File: src/rtl/snn_sched_pkg.sv
// Shared definitions for the SNN step scheduler: default sizing,
// state encoding and step-length derivation.
package snn_sched_pkg;

    localparam int unsigned NUM_LAYERS_DEF    = 2;
    localparam int unsigned NEURON_CYCLES_DEF = 8;
    localparam int unsigned DIV_W_DEF         = 8;
    localparam int unsigned STEP_CNT_W_DEF    = 16;

    // Index width for a count of n items; never narrower than one bit.
    function automatic int unsigned idx_w(input int unsigned n);
        return (n > 1) ? $clog2(n) : 1;
    endfunction

    // Cycles from CAPTURE through COMMIT inclusive.
    function automatic int unsigned step_len(input int unsigned layers,
                                             input int unsigned cycles);
        return 2 + layers * cycles;
    endfunction

    localparam int unsigned STEP_LEN = step_len(NUM_LAYERS_DEF, NEURON_CYCLES_DEF);

    typedef enum logic [2:0] {
        ST_IDLE    = 3'd0,
        ST_WAIT    = 3'd1,
        ST_CAPTURE = 3'd2,
        ST_LAYER   = 3'd3,
        ST_COMMIT  = 3'd4
    } sched_state_e;

endpackage

File: src/rtl/snn_step_scheduler_sync_2ff.sv
// Two-flop synchronizer for level signals crossing into the core clock domain.
module sync_2ff #(
    parameter int unsigned WIDTH = 1
) (
    input  logic             clk,
    input  logic             rst_n,
    input  logic [WIDTH-1:0] d_i,
    output logic [WIDTH-1:0] q_o
);

    logic [WIDTH-1:0] meta_q;
    logic [WIDTH-1:0] sync_q;

    // Metastability stage followed by the stable output stage.
    always_ff @(posedge clk or negedge rst_n) begin
        if (!rst_n) begin
            meta_q <= '0;
            sync_q <= '0;
        end else begin
            meta_q <= d_i;
            sync_q <= meta_q;
        end
    end

    assign q_o = sync_q;

endmodule

File: src/rtl/snn_step_scheduler.sv
// SNN time-step scheduler: paces steps with a programmable divider and
// sequences spike capture, per-layer/per-neuron evaluation and state commit.
// Optional macro SCHED_SINGLE_STEP_EN adds step_req_async for one-shot
// steps launched from IDLE.
module snn_step_scheduler
    import snn_sched_pkg::*;
#(
    parameter int unsigned NUM_LAYERS    = NUM_LAYERS_DEF,
    parameter int unsigned NEURON_CYCLES = NEURON_CYCLES_DEF,
    parameter int unsigned DIV_W         = DIV_W_DEF,
    parameter int unsigned STEP_CNT_W    = STEP_CNT_W_DEF
) (
    input  logic                             clk,
    input  logic                             rst_n,
    input  logic                             cfg_ready_async,
    input  logic                             spike_ready_async,
`ifdef SCHED_SINGLE_STEP_EN
    input  logic                             step_req_async,
`endif
    input  logic [DIV_W-1:0]                 clk_div,
    output logic                             busy,
    output logic                             spike_capture,
    output logic                             layer_en,
    output logic [idx_w(NUM_LAYERS)-1:0]     layer_sel,
    output logic [idx_w(NEURON_CYCLES)-1:0]  neuron_idx,
    output logic                             state_commit,
    output logic [STEP_CNT_W-1:0]            step_count,
    output logic                             overrun
);

    localparam int unsigned LAYER_W  = idx_w(NUM_LAYERS);
    localparam int unsigned NEURON_W = idx_w(NEURON_CYCLES);
    localparam logic [LAYER_W-1:0]  LAST_LAYER  = LAYER_W'(NUM_LAYERS - 1);
    localparam logic [NEURON_W-1:0] LAST_NEURON = NEURON_W'(NEURON_CYCLES - 1);

    sched_state_e            state_q, state_d;
    logic [DIV_W-1:0]        div_q, div_d;
    logic [LAYER_W-1:0]      layer_q, layer_d;
    logic [NEURON_W-1:0]     neuron_q, neuron_d;
    logic [STEP_CNT_W-1:0]   step_count_q, step_count_d;
    logic                    overrun_q, overrun_d;
    logic                    busy_q, busy_d;
    logic                    capture_q, capture_d;
    logic                    layer_en_q, layer_en_d;
    logic                    commit_q, commit_d;

    logic                    cfg_sync;
    logic                    spike_sync;
    logic                    run_en_c;
    logic                    tick_c;

    // SPI-domain ready flags into the core domain.
    sync_2ff #(.WIDTH(1)) u_sync_cfg (
        .clk   (clk),
        .rst_n (rst_n),
        .d_i   (cfg_ready_async),
        .q_o   (cfg_sync)
    );

    sync_2ff #(.WIDTH(1)) u_sync_spike (
        .clk   (clk),
        .rst_n (rst_n),
        .d_i   (spike_ready_async),
        .q_o   (spike_sync)
    );

    assign run_en_c = cfg_sync & spike_sync;

`ifdef SCHED_SINGLE_STEP_EN
    logic req_sync;
    logic req_prev_q;
    logic req_edge_c;
    logic single_q, single_d;

    sync_2ff #(.WIDTH(1)) u_sync_req (
        .clk   (clk),
        .rst_n (rst_n),
        .d_i   (step_req_async),
        .q_o   (req_sync)
    );

    // Previous synchronized request level for rising-edge detection.
    always_ff @(posedge clk or negedge rst_n) begin
        if (!rst_n) begin
            req_prev_q <= 1'b0;
        end else begin
            req_prev_q <= req_sync;
        end
    end

    assign req_edge_c = req_sync & ~req_prev_q;
`endif

    // Divider expires on zero; it only runs once the scheduler has left IDLE.
    assign tick_c = (state_q != ST_IDLE) && (div_q == '0);

    // State and datapath-control registers.
    always_ff @(posedge clk or negedge rst_n) begin
        if (!rst_n) begin
            state_q      <= ST_IDLE;
            div_q        <= '0;
            layer_q      <= '0;
            neuron_q     <= '0;
            step_count_q <= '0;
            overrun_q    <= 1'b0;
            busy_q       <= 1'b0;
            capture_q    <= 1'b0;
            layer_en_q   <= 1'b0;
            commit_q     <= 1'b0;
`ifdef SCHED_SINGLE_STEP_EN
            single_q     <= 1'b0;
`endif
        end else begin
            state_q      <= state_d;
            div_q        <= div_d;
            layer_q      <= layer_d;
            neuron_q     <= neuron_d;
            step_count_q <= step_count_d;
            overrun_q    <= overrun_d;
            busy_q       <= busy_d;
            capture_q    <= capture_d;
            layer_en_q   <= layer_en_d;
            commit_q     <= commit_d;
`ifdef SCHED_SINGLE_STEP_EN
            single_q     <= single_d;
`endif
        end
    end

    // Next-state, divider, index counters and registered output decode.
    always_comb begin
        state_d      = state_q;
        div_d        = div_q;
        layer_d      = '0;
        neuron_d     = '0;
        step_count_d = step_count_q;
        overrun_d    = overrun_q;
`ifdef SCHED_SINGLE_STEP_EN
        single_d     = single_q;
`endif

        // IDLE keeps the divider primed; elsewhere it counts down and reloads.
        if (state_q == ST_IDLE || tick_c) begin
            div_d = clk_div;
        end else begin
            div_d = div_q - DIV_W'(1);
        end

        // A tick that cannot start a step is dropped and flagged.
        if (tick_c && state_q != ST_WAIT) begin
            overrun_d = 1'b1;
        end

        case (state_q)
            ST_IDLE: begin
                if (run_en_c) begin
                    state_d   = ST_WAIT;
                    overrun_d = 1'b0;
                end
`ifdef SCHED_SINGLE_STEP_EN
                else if (cfg_sync && req_edge_c) begin
                    state_d  = ST_CAPTURE;
                    single_d = 1'b1;
                end
`endif
            end
            ST_WAIT: begin
                if (!run_en_c) begin
                    state_d = ST_IDLE;
                end else if (tick_c) begin
                    state_d = ST_CAPTURE;
                end
            end
            ST_CAPTURE: begin
                state_d = ST_LAYER;
            end
            ST_LAYER: begin
                if (neuron_q == LAST_NEURON) begin
                    if (layer_q == LAST_LAYER) begin
                        state_d      = ST_COMMIT;
                        step_count_d = step_count_q + STEP_CNT_W'(1);
                    end else begin
                        layer_d = layer_q + LAYER_W'(1);
                    end
                end else begin
                    neuron_d = neuron_q + NEURON_W'(1);
                    layer_d  = layer_q;
                end
            end
            ST_COMMIT: begin
                state_d = run_en_c ? ST_WAIT : ST_IDLE;
`ifdef SCHED_SINGLE_STEP_EN
                if (single_q) begin
                    state_d = ST_IDLE;
                end
                single_d = 1'b0;
`endif
            end
            default: begin
                state_d = ST_IDLE;
            end
        endcase

        busy_d     = (state_d == ST_CAPTURE) || (state_d == ST_LAYER) ||
                     (state_d == ST_COMMIT);
        capture_d  = (state_d == ST_CAPTURE);
        layer_en_d = (state_d == ST_LAYER);
        commit_d   = (state_d == ST_COMMIT);
    end

    assign busy          = busy_q;
    assign spike_capture = capture_q;
    assign layer_en      = layer_en_q;
    assign layer_sel     = layer_q;
    assign neuron_idx    = neuron_q;
    assign state_commit  = commit_q;
    assign step_count    = step_count_q;
    assign overrun       = overrun_q;

endmodule

File: config.mk
export PLATFORM = sky130hd
export DESIGN_NAME = snn_step_scheduler
export DESIGN_NICKNAME = d
export VERILOG_FILES = /design/src/rtl/snn_sched_pkg.sv /design/src/rtl/snn_step_scheduler_sync_2ff.sv /design/src/rtl/snn_step_scheduler.sv
export SDC_FILE = /design/constraint.sdc
export NUM_CORES = 1
export LEC_CHECK = 0
export ABC_AREA = 1
export CAP_MARGIN = 40
export CORE_UTILIZATION = 60
export DETAILED_ROUTE_END_ITERATION = 8
export DONT_BUFFER_PORTS = 1
export PLACE_DENSITY = 0.72
export SYNTH_ARGS = -nofsm -noshare
export SYNTH_HDL_FRONTEND = slang
export SYNTH_SLANG_ARGS = --single-unit
File: constraint.sdc
create_clock -name clk -period 1.94 [get_ports clk]
set_input_delay 0.582 -clock clk [delete_from_list [all_inputs] [get_ports clk]]
set_output_delay 0.582 -clock clk [all_outputs]
set_load 0.02 [all_outputs]
# Word level (Yosys, flattened, before mapping)

Cells that the tools add are included.

Bits in registers: 40
Bits of input ports: 12
Output and inout bits: 25
Word-level logic and storage cells: 54

$add $sub $neg: 4
Eq/ne operators: 10
Multiplexer cells: 16
Bitwise logic cells: 1
Reduce and logical (&&, ||, !) cells: 9

Operators by type and width:

| operator                                               | count |
|---|---|
| two-way mux 3 bit                                      | 7 |
| adder 16 x 1 -> 16 bit (second input constant)         | 1 |
| one-hot mux 3 bit (5 select lines)                     | 1 |
| equality test 3 x 2 -> 1 bit (second input constant)   | 4 |
| equality test 3 bit (second input constant)            | 3 |
| logical NOT 8 bit                                      | 1 |
| two-way mux 8 bit                                      | 1 |
| subtractor 8 x 1 -> 8 bit (second input constant)      | 1 |
| two-way mux 1 bit                                      | 7 |
| adder 3 x 1 -> 3 bit (second input constant)           | 1 |
| equality test 3 x 1 -> 1 bit (second input constant)   | 1 |
| logical NOT 3 bit                                      | 1 |
| logical OR 1 bit                                       | 3 |
| inequality test 3 x 1 -> 1 bit (second input constant) | 1 |
| AND reduction 3 bit                                    | 1 |
| nonzero test 3 bit                                     | 1 |
| logical AND 1 bit                                      | 2 |
| inequality test 2 bit (second input constant)          | 1 |
| adder 1 bit (second input constant)                    | 1 |
| bitwise AND 1 bit                                      | 1 |

# Depth between registers and ports, before layout

Gate-level depths: netlist of the first run.

Depth after elaboration: 8
Gate-level depth with buffers: 9
Gate-level depth less buffers: 9

# Cells and area by module

From an unflattened synthesis of the first run, not the netlist that was laid out.

Cell total of the unflattened synthesis: 231
Area total of the unflattened synthesis: 1,968.1 um^2

Modules (own cells, without submodules):

| module             | times used | cells an instance | area an instance (um^2) | sequential area each (um^2) |
|---|---|---|---|---|
| snn_step_scheduler | 1          | 227               | 1,868.0                 | 900.9 |
| sync_2ff           | 2          | 2                 | 50.0                    | 50.0 |

# Worst setup path after synthesis of the first run

OpenSTA, ideal clock, no wires.

Kind: reg-to-reg
From: register neuron_q[0], in the netlist neuron_idx[0]
To: register step_count_q[6], in the netlist step_count[6]
Library setup time: 0.130 ns
Arrival time: 1.464 ns
Data required time: 1.810 ns
Slack: 0.346 ns
Stages on the path, launching flop included: 10
Path buffers: 1
Clock period less this slack: 1.594 ns
Cell sequence: dfrtp_1 ha_1 ha_1 nand2_1 inv_1 nand3_2 buf_6 nor2_4 nand2_1 xnor2_1

Cells in the longest elaborated chain, start to end: 2

Ends and longest elaborated chain:

| what                                 | RTL line                  | source |
|---|---|---|
| start, declared                      | snn_step_scheduler.sv:39  | `logic [NEURON_W-1:0] neuron_q, neuron_d;` |
| start signal, assigned               | snn_step_scheduler.sv:117 | `neuron_q <= neuron_d;` |
| equality test 3 bit                  | snn_step_scheduler.sv:178 | `if (neuron_q == LAST_NEURON) begin` |
| AND reduction 3 bit (no source line) | --                        |  |
| end signal, assigned                 | snn_step_scheduler.sv:118 | `step_count_q <= step_count_d;` |
| end, declared                        | snn_step_scheduler.sv:40  | `logic [STEP_CNT_W-1:0] step_count_q, step_count_d;` |

No other way between the ends.
A chain may end at the register's enable or synchronous reset.

# Worst setup path after layout of the first run

From: register neuron_q[1], in the netlist neuron_idx[1]
To: register step_count_q[11], in the netlist step_count[11]

The elaborated chain is that of the path after synthesis.

==> flow_summary_export.csv, run 1 <==
group,metric,value,unit
synthesis,synth_top_area_share,50.2,%
power_and_ir_drop,leakage,1.07,nW
setup_path,cpPeakStageDelay,370,ps
layout,drive_gt1_share,12.4,%
global_route,grt_pass1_wl,6180,um
drt,antenna_left,0,
die,ios,37,
layout,antenna_cells,0,
clock_tree,root_buffer,"clkbuf_4",
synthesis,seq_area_frac_synth,50.2,%
synthesis,netlist_area,0.00199,mm^2
layout,fillers,272,
die,core,0.00310,mm^2
clock_tree,post_cts_buffers,0,
synthesis,ys.flop_type,"dfrtp_1",
sta,max_freq,571,MHz
setup_path,crit_type,"reg -> reg",
synthesis,yosysWarningCount,0,
sta,setup_tns,0,ps
synthesis,ys_ff_latch,40,
global_route,antenna_found_initial,0,
die,chipHeight,59.7,um
sta,maxSlewViolCount,0,
layout,area_growth_syn_to_layout,7.40,%
layout,final_area,0.00214,mm^2
synthesis,synth_cells,237,
setup_path,required,2180,ps
drt,drc,0,
sta,hold_viol,0,
setup_path,cp_cell_sequence,"ha_1 -> ha_1 -> nand2_1 -> inv_1 -> nand3_2 -> inv_1 -> o21ai_0",
layout,final-seq-area,0.00100,mm^2
clock_tree,cts_tree,"built",
sta,min_period_over_period,90.2,%
global_route,track_usage,23.8,%
clock_tree,cts_buffer_depth,2,
status,status,"complete, no violations",
setup_path,crit_family,"buffers and inverters",
drt,dr.pass1.iters,4,
clock_tree,cts_resized,0,
power_and_ir_drop,ir_drop,303,uV
setup_path,path_buf_inv,2,
die,dieWidth,59.7,um
synthesis,synth_edf_count,0,
clock_tree,postCtsHoldBufs,1,
drt,routed_wl,3700,um
clock_tree,cts_buffers,5,
placement,place.gp.congestion,0.811,
global_route,gr-total-overflow,0,
layout,multi_input_area,858,um^2
sta,rsz0062_at_grt,"false",
synthesis,yosysTopAreaCell,"dfrtp_1",
sta,finalWorstPathRequiredPeriod,1750,ps
power_and_ir_drop,power_density,679,mW/mm^2
worst_hold_path,hold_class,"in -> async",
synthesis,synth_cell_types,27,
setup_path,start_kind,"flop",
synthesis,yosysMostFrequentCell,"nand2_1",
setup_path,path_max_fanout,14,
drt,wl_per_cell,12.6,um
placement,place_area,0.00206,mm^2
synthesis,synth_common_cells,"nand2_1 (78), dfrtp_1 (40), inv_1 (25), nor2_1 (25), o21ai_0 (11)",
drt,vias_per_cell,5.01,
clock_tree,cts_sinks,40,
sta,finalSetupViolations,0,
die,initial_utilization,64.3,%
setup_path,worstSetupEndpointType,"flop",
placement,dp_hpwl,2670,um
global_route,grt_max_degree,41,
sta,fin_skew,3.95,ps
run,drv_cap,0,
die,fp-row-count,20,
sta,slew-limit-headroom,74.2,%
global_route,grt_pass1_vias,1493,
clock_tree,h-tree-depth,2,
drt,vias,1468,
synthesis,synth.avg_cell_area,8.42,um^2
synthesis,ys_top_cells_by_area,"dfrtp_1 (50%), nand2_1 (15%), inv_1 (4.7%)",
sta,worst_pin_slew,386,ps
setup_path,arrival,1990,ps
drt,first_iter_violations,69,
clock_tree,worstSkewPairLatency,350,ps
synthesis,syn-num-nets,253,
setup_path,slowest_stage,"dfrtp_1",
clock_tree,clk_pin_slew,110,ps
die,dieArea,0.00356,mm^2
layout,finalNetCount,264,
placement,port_buffers,0,
synthesis,async_reset_ff_share,100,%
-- metrics by stage --
stage,total power [mW],util (%),setup slack [ps],hold slack [ps],cells
floorplan,0.994,-,346,286,237
global placement,1.00,66.4,313,287,284
detailed placement,1.01,66.4,175,287,284
CTS,1.47,69.0,168,43.6,293
global route,1.53,69.0,7.30,38.8,293
finish,1.45,69.0,190,52.5,293
-- cell usage in the layout (no fill, tap or decap), types with 3 or more instances in the layout --
cell | netlist | layout
nor2_2 | 3 | 3
nor2_1 | 25 | 25
inv_1 | 25 | 25
xnor2_1 | 4 | 4
nand3_1 | 10 | 10
nor2_4 | 4 | 4
xor2_1 | 9 | 9
buf_4 | 1 | 6
nand2_1 | 78 | 78
o21ai_0 | 11 | 11
ha_1 | 4 | 4
nand4_1 | 3 | 3
dfrtp_1 | 40 | 40
clkbuf_4 | 0 | 5
-- power breakdown --
group / switching, mW / total, mW / internal, mW
registers: 0.0263 / 0.889 / 0.863
logic: 0.0761 / 0.121 / 0.0450
clock network: 0.271 / 0.443 / 0.172
total: 0.373 / 1.45 / 1.08
-- routing by layer --
layer / track usage (%) / vias to the layer above / wire length, um
met1: 25.0 / 676 / 1500
met2: 43.7 / 28 / 1960
li1: - / 756 / -
met4: 8.97 / 0 / 55
met5: 0 / - / 0
met3: 7.58 / 8 / 180
-- flip-flops by register name, summed over array words and instances, names as in the netlist --
| signal | count |
|---|---|
| u_sync_cfg.meta_q | 1 |
| step_count | 16 |
| div_q | 8 |
| neuron_idx | 3 |
| state_commit | 1 |
| u_sync_spike.meta_q | 1 |
| busy | 1 |
| spike_capture | 1 |
| u_sync_spike.q_o | 1 |
| state_q | 3 |
| layer_sel | 1 |
| u_sync_cfg.q_o | 1 |
| overrun | 1 |
| layer_en | 1 |
-- area by class of cell --
cell class                      instances  share of cell area [%]
Clock buffer                            6                    2.39
Clock inverter                          2                   0.467
Inverter                               27                    4.73
Multi-Input combinational cell        167                    40.1
Sequential cell                        40                    46.7
Tap cell                               44                    2.57
Timing Repair Buffer                    7                    3.04
-- path summary, 6_finish.rpt --
path / startpoint / end / slack [ps] / depth (start not counted)
hold reg to reg: u_sync_spike.meta_q$_DFF_PN0_ / u_sync_spike.q_o$_DFF_PN0_ / 370 / 0
setup / recovery: neuron_idx[1]$_DFF_PN0_ / step_count[11]$_DFFE_PN0P_ / 190 / 7
hold / removal: rst_n / u_sync_spike.q_o$_DFF_PN0_ / 50 / 1
min in group clk: spike_ready_async / u_sync_spike.meta_q$_DFF_PN0_ / 240 / 0
setup reg to reg: neuron_idx[1]$_DFF_PN0_ / step_count[11]$_DFFE_PN0P_ / 190 / 7
max in group asynchronous: rst_n / u_sync_cfg.meta_q$_DFF_PN0_ / 1700 / 1
-- kinds of logic (layout without fill, tap and decap cells) --
| group | Yosys count | after routing | share of synthesized area [%] |
|---|---|---|---|
| adder cells (fa/ha/maj) | 4 | 4 | 2.51 |
| AND/OR/NAND/NOR | 132 | 132 | 29.7 |
| flip-flops | 40 | 40 | 50.2 |
| buffers and inverters | 30 | 42 | 6.78 |
| XOR/XNOR | 13 | 13 | 5.71 |
| AO/OA/AOI/OAI | 18 | 18 | 5.14 |
No activity file was read; power rests on OpenSTA's default activity.
==> run 2: changes to the inputs <==
--- a/config.mk
+++ b/config.mk
@@ -7,10 +7,13 @@
 export LEC_CHECK = 0
 export ABC_AREA = 1
 export CAP_MARGIN = 40
-export CORE_UTILIZATION = 60
+export CELL_PAD_IN_SITES_DETAIL_PLACEMENT = 0
+export CELL_PAD_IN_SITES_GLOBAL_PLACEMENT = 2
+export CORE_UTILIZATION = 37
 export DETAILED_ROUTE_END_ITERATION = 8
 export DONT_BUFFER_PORTS = 1
-export PLACE_DENSITY = 0.72
+export PLACE_DENSITY = 0.74
 export SYNTH_ARGS = -nofsm -noshare
 export SYNTH_HDL_FRONTEND = slang
+export SYNTH_HIERARCHICAL = 1
 export SYNTH_SLANG_ARGS = --single-unit
==> run 2 against run 1 <==
Against the previous run:
- synthesized cell count down 2.5%
- via count down 1.6%
- count of clock-buffer cells in the layout unchanged
- global-route usage down 7.3 points
- die area up 58%
- combinational power about the same
- critical path depth up 1
- hold slack better by 64 ps
- largest cell class unchanged
- register-to-register slack better by 60 ps
- sequential power about the same
==> flow_summary_export.csv, run 2 <==
group,metric,value,unit
status,status,"complete, no violations",
global_route,gr-total-overflow,0,
sta,finalSetupViolations,0,
drt,routed_wl,4120,um
layout,mostFrequentLayoutCells,"nand2_1 (69), dfrtp_1 (40), nor2_1 (29)",
clock_tree,cts_resized,0,
synthesis,seq_area_frac_synth,50.9,%
sta,finalWorstSetupSlack,245,ps
drt,antenna_left,0,
die,core,0.00511,mm^2
global_route,antenna_found_initial,0,
power_and_ir_drop,internal_power,1.29,mW
synthesis,netlist_area,0.00197,mm^2
synthesis,ys_top_cells_by_area,"dfrtp_1 (51%), nand2_1 (13%), nor2_1 (5.5%)",
power_and_ir_drop,ir_drop,383,uV
sta,hold_viol,0,
die,initial_utilization,38.5,%
placement,place.gp.congestion,0.760,
placement,place_area,0.00206,mm^2
power_and_ir_drop,p_sw_share,23.1,%
sta,setup_tns,0,ps
layout,final-seq-area,0.00100,mm^2
worst_hold_path,hold_class,"in -> async",
synthesis,ys_ff_latch,40,
sta,slew-limit-headroom,72.9,%
clock_tree,cts_tree,"built",
placement,place_ws,263,ps
die,chipHeight,74.9,um
clock_tree,cts_buffer_depth,2,
sta,max_freq,590,MHz
clock_tree,cts_sinks,40,
synthesis,ys.flop_type,"dfrtp_1",
clock_tree,post_cts_buffers,0,
layout,finalNetCount,256,
synthesis,synth_top_area_share,50.9,%
clock_tree,root_buffer,"clkbuf_8",
sta,fin_skew,9.52,ps
die,ios,37,
layout,final_common_cell,"nand2_1",
layout,antenna_cells,0,
synthesis,syn-num-nets,247,
drt,first_iter_violations,56,
layout,drive_gt1_share,10.8,%
sta,worst_pin_slew,405,ps
run,drv_cap,0,
global_route,grt_pass1_wl,6750,um
synthesis,synth.avg_cell_area,8.52,um^2
layout,fin_util,42.8,%
drt,dr.pass1.iters,4,
power_and_ir_drop,power_frac_comb,7.1,%
synthesis,synth_edf_count,0,
power_and_ir_drop,pwr-share-seq,53.1,%
placement,dp_hpwl,3030,um
setup_path,start_kind,"flop",
synthesis,async_reset_ff_share,100,%
die,dieArea,0.00562,mm^2
sta,maxSlewViolCount,0,
drt,vias,1444,
power_and_ir_drop,p_clk_share,39.8,%
sta,finalWorstPathRequiredPeriod,1690,ps
setup_path,worstSetupEndpointType,"flop",
drt,vias_per_cell,4.64,
layout,fillers,536,
layout,area_growth_syn_to_layout,11.1,%
clock_tree,h-tree-depth,2,
synthesis,yosysTopAreaCell,"dfrtp_1",
drt,wl_per_cell,13.2,um
layout,multi_input_area,862,um^2
placement,port_buffers,0,
setup_path,crit_type,"reg -> reg",
global_route,track_usage,16.5,%
power_and_ir_drop,leakage,1.04,nW
synthesis,synth_cells,231,
clock_tree,clk_pin_slew,80,ps
setup_path,arrival,1860,ps
power_and_ir_drop,p_switching,0.387,mW
layout,final_area,0.00219,mm^2
synthesis,synth_cell_types,25,
synthesis,yosysWarningCount,6,
clock_tree,cts_buffers,5,
sta,rsz0062_at_grt,"false",
synthesis,synth_common_cells,"nand2_1 (69), dfrtp_1 (40), nor2_1 (29)",
clock_tree,worstSkewPairLatency,290,ps
drt,drc,0,
die,fp-row-count,26,
power_and_ir_drop,power_density,767,mW/mm^2
sta,min_period_over_period,87.4,%
global_route,grt_pass1_vias,1436,
setup_path,required,2110,ps
setup_path,path_max_fanout,7,
synthesis,yosysMostFrequentCell,"nand2_1",
global_route,grt_max_degree,41,
sta,worst_hold_slack,116,ps
die,dieWidth,74.9,um
layout,largest_reg_flops,16,
## run 2: cell types whose count changed in the layout (fill, tap and decap cells not counted), moves of 2 or more
| cell | change |
|---|---|
| nor2_2 | +2 |
| nor2_1 | +4 |
| o21ai_2 | -2 |
| nand2_2 | +2 |
| inv_1 | -3 |
| o21ai_1 | +6 |
| clkbuf_8 | +4 |
| o21ai_0 | -4 |
| clkbuf_4 | -5 |
| nand2_1 | -9 |
| buf_4 | -3 |
| nor2_4 | -4 |
## run 2: kinds of logic (layout without fill, tap and decap cells)
logic type	after synthesis	in the layout	synth area share, %
simple gates	130	130	30.2
flops	40	40	50.9
buf+inv	25	35	5.34
compound gates	18	18	4.83
xor+xnor	14	14	6.23
fa+ha+maj	4	4	2.54
## run 2: metrics by stage
step	total power [mW]	cells
after detailed placement	1.01	302
after CTS	1.70	311
after floorplan	0.990	231
after global placement	1.00	302
after global routing	1.75	311
final	1.68	311
## run 2: power by group through the flow
stage          logic [mW]  clock network (mW)  registers [mW]
6_report            0.119               0.668           0.890
5_1_grt             0.138               0.717           0.895
4_1_cts             0.123               0.689           0.890
3_5_place_dp        0.100                   0           0.906
3_3_place_gp       0.0981                   0           0.907
2_1_floorplan      0.0883                   0           0.902
## run 2: worst paths after layout
path,startpoint,end,slack (ps),depth (start not counted)
min,rst_n,spike_capture$_DFF_PN0_,120,1
max in group asynchronous,rst_n,step_count[2]$_DFFE_PN0P_,1590,1
max,neuron_idx[1]$_DFF_PN0_,step_count[6]$_DFFE_PN0P_,250,8
min reg2reg,u_sync_spike/meta_q$_DFF_PN0_,u_sync_spike/q_o$_DFF_PN0_,350,0
max reg2reg,neuron_idx[1]$_DFF_PN0_,step_count[6]$_DFFE_PN0P_,250,8
min in group clk,cfg_ready_async,u_sync_cfg/meta_q$_DFF_PN0_,320,0
## run 2: worst max-delay path, cell delays in order (launching register included)
cell and delay (ps):
dfrtp_1 370, ha_1 150, ha_1 230, nand2_2 130, inv_1 120, nand3_2 190
nor2_2 170, nand2_1 80, xor2_1 150
## run 2: what timing repair did
action                     CTS  global route
hold endpoints to repair    40             0
setup endpoints to repair    0             0
hold buffers                 1             0
## run 2: final cells by class
cell class,instances,share of cell area [%]
clock buffers,6,3.32
clock inverters,2,1.60
inverters,23,3.95
multi-input cells,166,39.4
flip-flops and latches,40,45.8
well taps,70,4.00
repair buffers,4,1.95
## run 2: metal layers
metal,vias to the layer above,global-route usage (%),routed length (um),part of all wire [%]
met5,-,0,0,0
met4,0,6.29,46,1.1
met3,5,4.55,193,4.7
met2,24,28.7,2100,51
met1,673,19.3,1780,43
li1,742,-,-,-
==> run 3: changes to the inputs <==
--- a/config.mk
+++ b/config.mk
@@ -5,14 +5,13 @@
 export SDC_FILE = /design/constraint.sdc
 export NUM_CORES = 1
 export LEC_CHECK = 0
-export ABC_AREA = 1
 export CAP_MARGIN = 40
 export CELL_PAD_IN_SITES_DETAIL_PLACEMENT = 0
 export CELL_PAD_IN_SITES_GLOBAL_PLACEMENT = 2
-export CORE_UTILIZATION = 37
+export CORE_UTILIZATION = 40
 export DETAILED_ROUTE_END_ITERATION = 8
 export DONT_BUFFER_PORTS = 1
-export PLACE_DENSITY = 0.74
+export PLACE_DENSITY = 0.73
 export SYNTH_ARGS = -nofsm -noshare
 export SYNTH_HDL_FRONTEND = slang
 export SYNTH_HIERARCHICAL = 1
==> constraint.sdc (replaced) <==
create_clock -name clk -period 1.94 [get_ports clk]
set_input_delay 0.582 -clock clk [delete_from_list [all_inputs] [get_ports clk]]
set_output_delay 0.582 -clock clk [all_outputs]
set_load 0.1 [all_outputs]
==> run 3 against run 2 <==
Against the previous run:
- count of clock-buffer cells in the layout is 1 lower
- synthesized area fell by 13%
- largest cell class unchanged
- non-clock buffer count increased by 23
- combinational power fell by 33%
- worst setup slack worse by 63 ps
- wire length fell by 21%
==> flow_summary_export.csv, run 3 <==
group,metric,value,unit
layout,largest_reg_flops,16,
power_and_ir_drop,leakage,1.02,nW
sta,rsz0062_at_grt,"false",
power_and_ir_drop,ir_drop,416,uV
sta,worst_pin_slew,392,ps
clock_tree,post_cts_buffers,0,
layout,final_common_cell,"dfrtp_1",
clock_tree,postCtsHoldBufs,1,
worst_hold_path,hold_class,"in -> async",
global_route,grt_pass1_wl,5640,um
setup_path,worstSetupEndpointType,"flop",
clock_tree,root_buffer,"clkbuf_8",
sta,worst_hold_slack,125,ps
global_route,antenna_found_initial,0,
layout,drive_gt1_share,33.3,%
synthesis,yosysWarningCount,6,
sta,fin_skew,5.26,ps
placement,place_ws,206,ps
layout,stdcell_count,227,
drt,routed_wl,3260,um
drt,vias,1136,
setup_path,required,2100,ps
synthesis,synth_top_area_share,58.4,%
global_route,track_usage,17.3,%
synthesis,seq_area_frac_synth,58.4,%
synthesis,yosysMostFrequentCell,"dfrtp_1",
sta,maxSlewViolCount,0,
global_route,grt_max_degree,41,
synthesis,ys_top_cells_by_area,"dfrtp_1 (58%), xnor2_1 (7.2%), xor2_1 (3.6%)",
clock_tree,h-tree-depth,2,
sta,slew-limit-headroom,73.8,%
sta,finalSetupViolations,0,
synthesis,synth.avg_cell_area,12.0,um^2
synthesis,synth_cells,143,
sta,min_period_over_period,90.6,%
layout,mostFrequentLayoutCells,"dfrtp_1 (27), buf_4 (26), nor2_1 (16)",
clock_tree,cts_tree,"built",
power_and_ir_drop,power_density,769,mW/mm^2
drt,first_iter_violations,54,
drt,vias_per_cell,5.00,
global_route,gr-total-overflow,0,
sta,finalWorstSetupSlack,182,ps
setup_path,path_max_fanout,6,
synthesis,yosysTopAreaCell,"dfrtp_1",
setup_path,r2r_cells,6,
synthesis,syn-num-nets,159,
sta,finalWorstPathRequiredPeriod,1760,ps
clock_tree,cts_sinks,40,
die,dieArea,0.00455,mm^2
setup_path,crit_type,"reg -> reg",
die,chipHeight,67.4,um
drt,drc,0,
placement,place.gp.congestion,0.757,
sta,hold_viol,0,
placement,numPlacedInstances,218,
run,drv_cap,0,
clock_tree,worstSkewPairLatency,290,ps
layout,finalNetCount,192,
die,fp-row-count,23,
synthesis,ys.flop_type,"dfrtp_1",
synthesis,netlist_area,0.00171,mm^2
sta,setup_tns,0,ps
die,ios,37,
drt,wl_per_cell,14.4,um
die,dieWidth,67.4,um
clock_tree,cts_buffers,5,
status,status,"complete, no violations",
die,core,0.00406,mm^2
layout,antenna_cells,0,
setup_path,start_kind,"flop",
die,initial_utilization,42.2,%
drt,antenna_left,0,
layout,area_growth_syn_to_layout,24.5,%
power_and_ir_drop,p_total,1.64,mW
global_route,grt_pass1_vias,1206,
clock_tree,cts_buffer_depth,2,
drt,dr.pass1.iters,4,
synthesis,async_reset_ff_share,100,%
clock_tree,cts_resized,0,
placement,port_buffers,0,
synthesis,ys_ff_latch,40,
synthesis,synth_common_cells,"dfrtp_1 (40), nor2_1 (16), xnor2_1 (14)",
clock_tree,clk_pin_slew,80,ps
synthesis,synth_cell_types,32,
sta,max_freq,569,MHz
setup_path,arrival,1920,ps
placement,dp_hpwl,2370,um
synthesis,synth_edf_count,0,
run 3: cell types whose count changed in the layout (fill, tap and decap cells not counted), moves of 8 or more:
cell,previous run,this run
nand2_1,69,10
buf_4,3,26
inv_1,22,6
dfrtp_1,40,27
nor2_1,29,16
dfrtp_2,0,11
xnor2_1,5,14
o21ai_1,8,0
run 3: kinds of logic (layout without fill, tap and decap cells):
logic type	count (synthesis)	after routing	share of synthesized area, %
compound gates	13	13	4.89
xor+xnor	21	21	10.7
fa+ha+maj	4	4	2.92
buf+inv	7	41	1.61
flops	40	40	58.4
mux	3	3	1.90
simple gates	55	55	19.5
run 3: area by class of cell:
class	count	area, um^2
inverter	6	22.5
timing repair buffer	27	215
fill	362	1920
sequential	40	1020
clock buffer	5	68.8
multi-input combinational	96	696
tap	50	62.6
clock inverter	3	46.3
run 3: power breakdown:
group | internal, mW | switching, mW
Combinational | 0.0322 | 0.0479
Clock | 0.387 | 0.295
Sequential | 0.854 | 0.0246
Total | 1.27 | 0.368
run 3: per-stage QoR:
stage | util, % | instance area (um^2)
floorplan | - | 1750
global placement | 49.2 | 2000
detailed placement | 49.2 | 2000
CTS | 52.6 | 2130
global route | 52.6 | 2130
finish | 52.6 | 2130
run 3: worst paths after layout:
check                                       startpoint  slack (ps)                           to
setup / recovery               neuron_idx[1]$_DFF_PN0_         180   step_count[13]$_DFFE_PN0P_
hold / removal                                   rst_n         120     u_sync_cfg/q_o$_DFF_PN0_
setup reg to reg               neuron_idx[1]$_DFF_PN0_         180   step_count[13]$_DFFE_PN0P_
hold reg to reg            u_sync_cfg/meta_q$_DFF_PN0_         350     u_sync_cfg/q_o$_DFF_PN0_
max in group asynchronous                        rst_n        1590      neuron_idx[0]$_DFF_PN0_
min in group clk                       cfg_ready_async         320  u_sync_cfg/meta_q$_DFF_PN0_
run 3: metal layers:
metal,vias to the layer above,wire [um],track usage (%)
met5,-,0,0
met3,2,119,5.57
met4,0,25,6.38
met1,552,1510,21.6
li1,557,-,-
met2,25,1610,27.9
run 3: worst max-delay path: stages, from the launching register on:
cell     delay, ps
dfrtp_4        410
ha_1           140
ha_2           240
nand4_1        200
nor4_4         320
nand4_1        160
xnor2_1        160
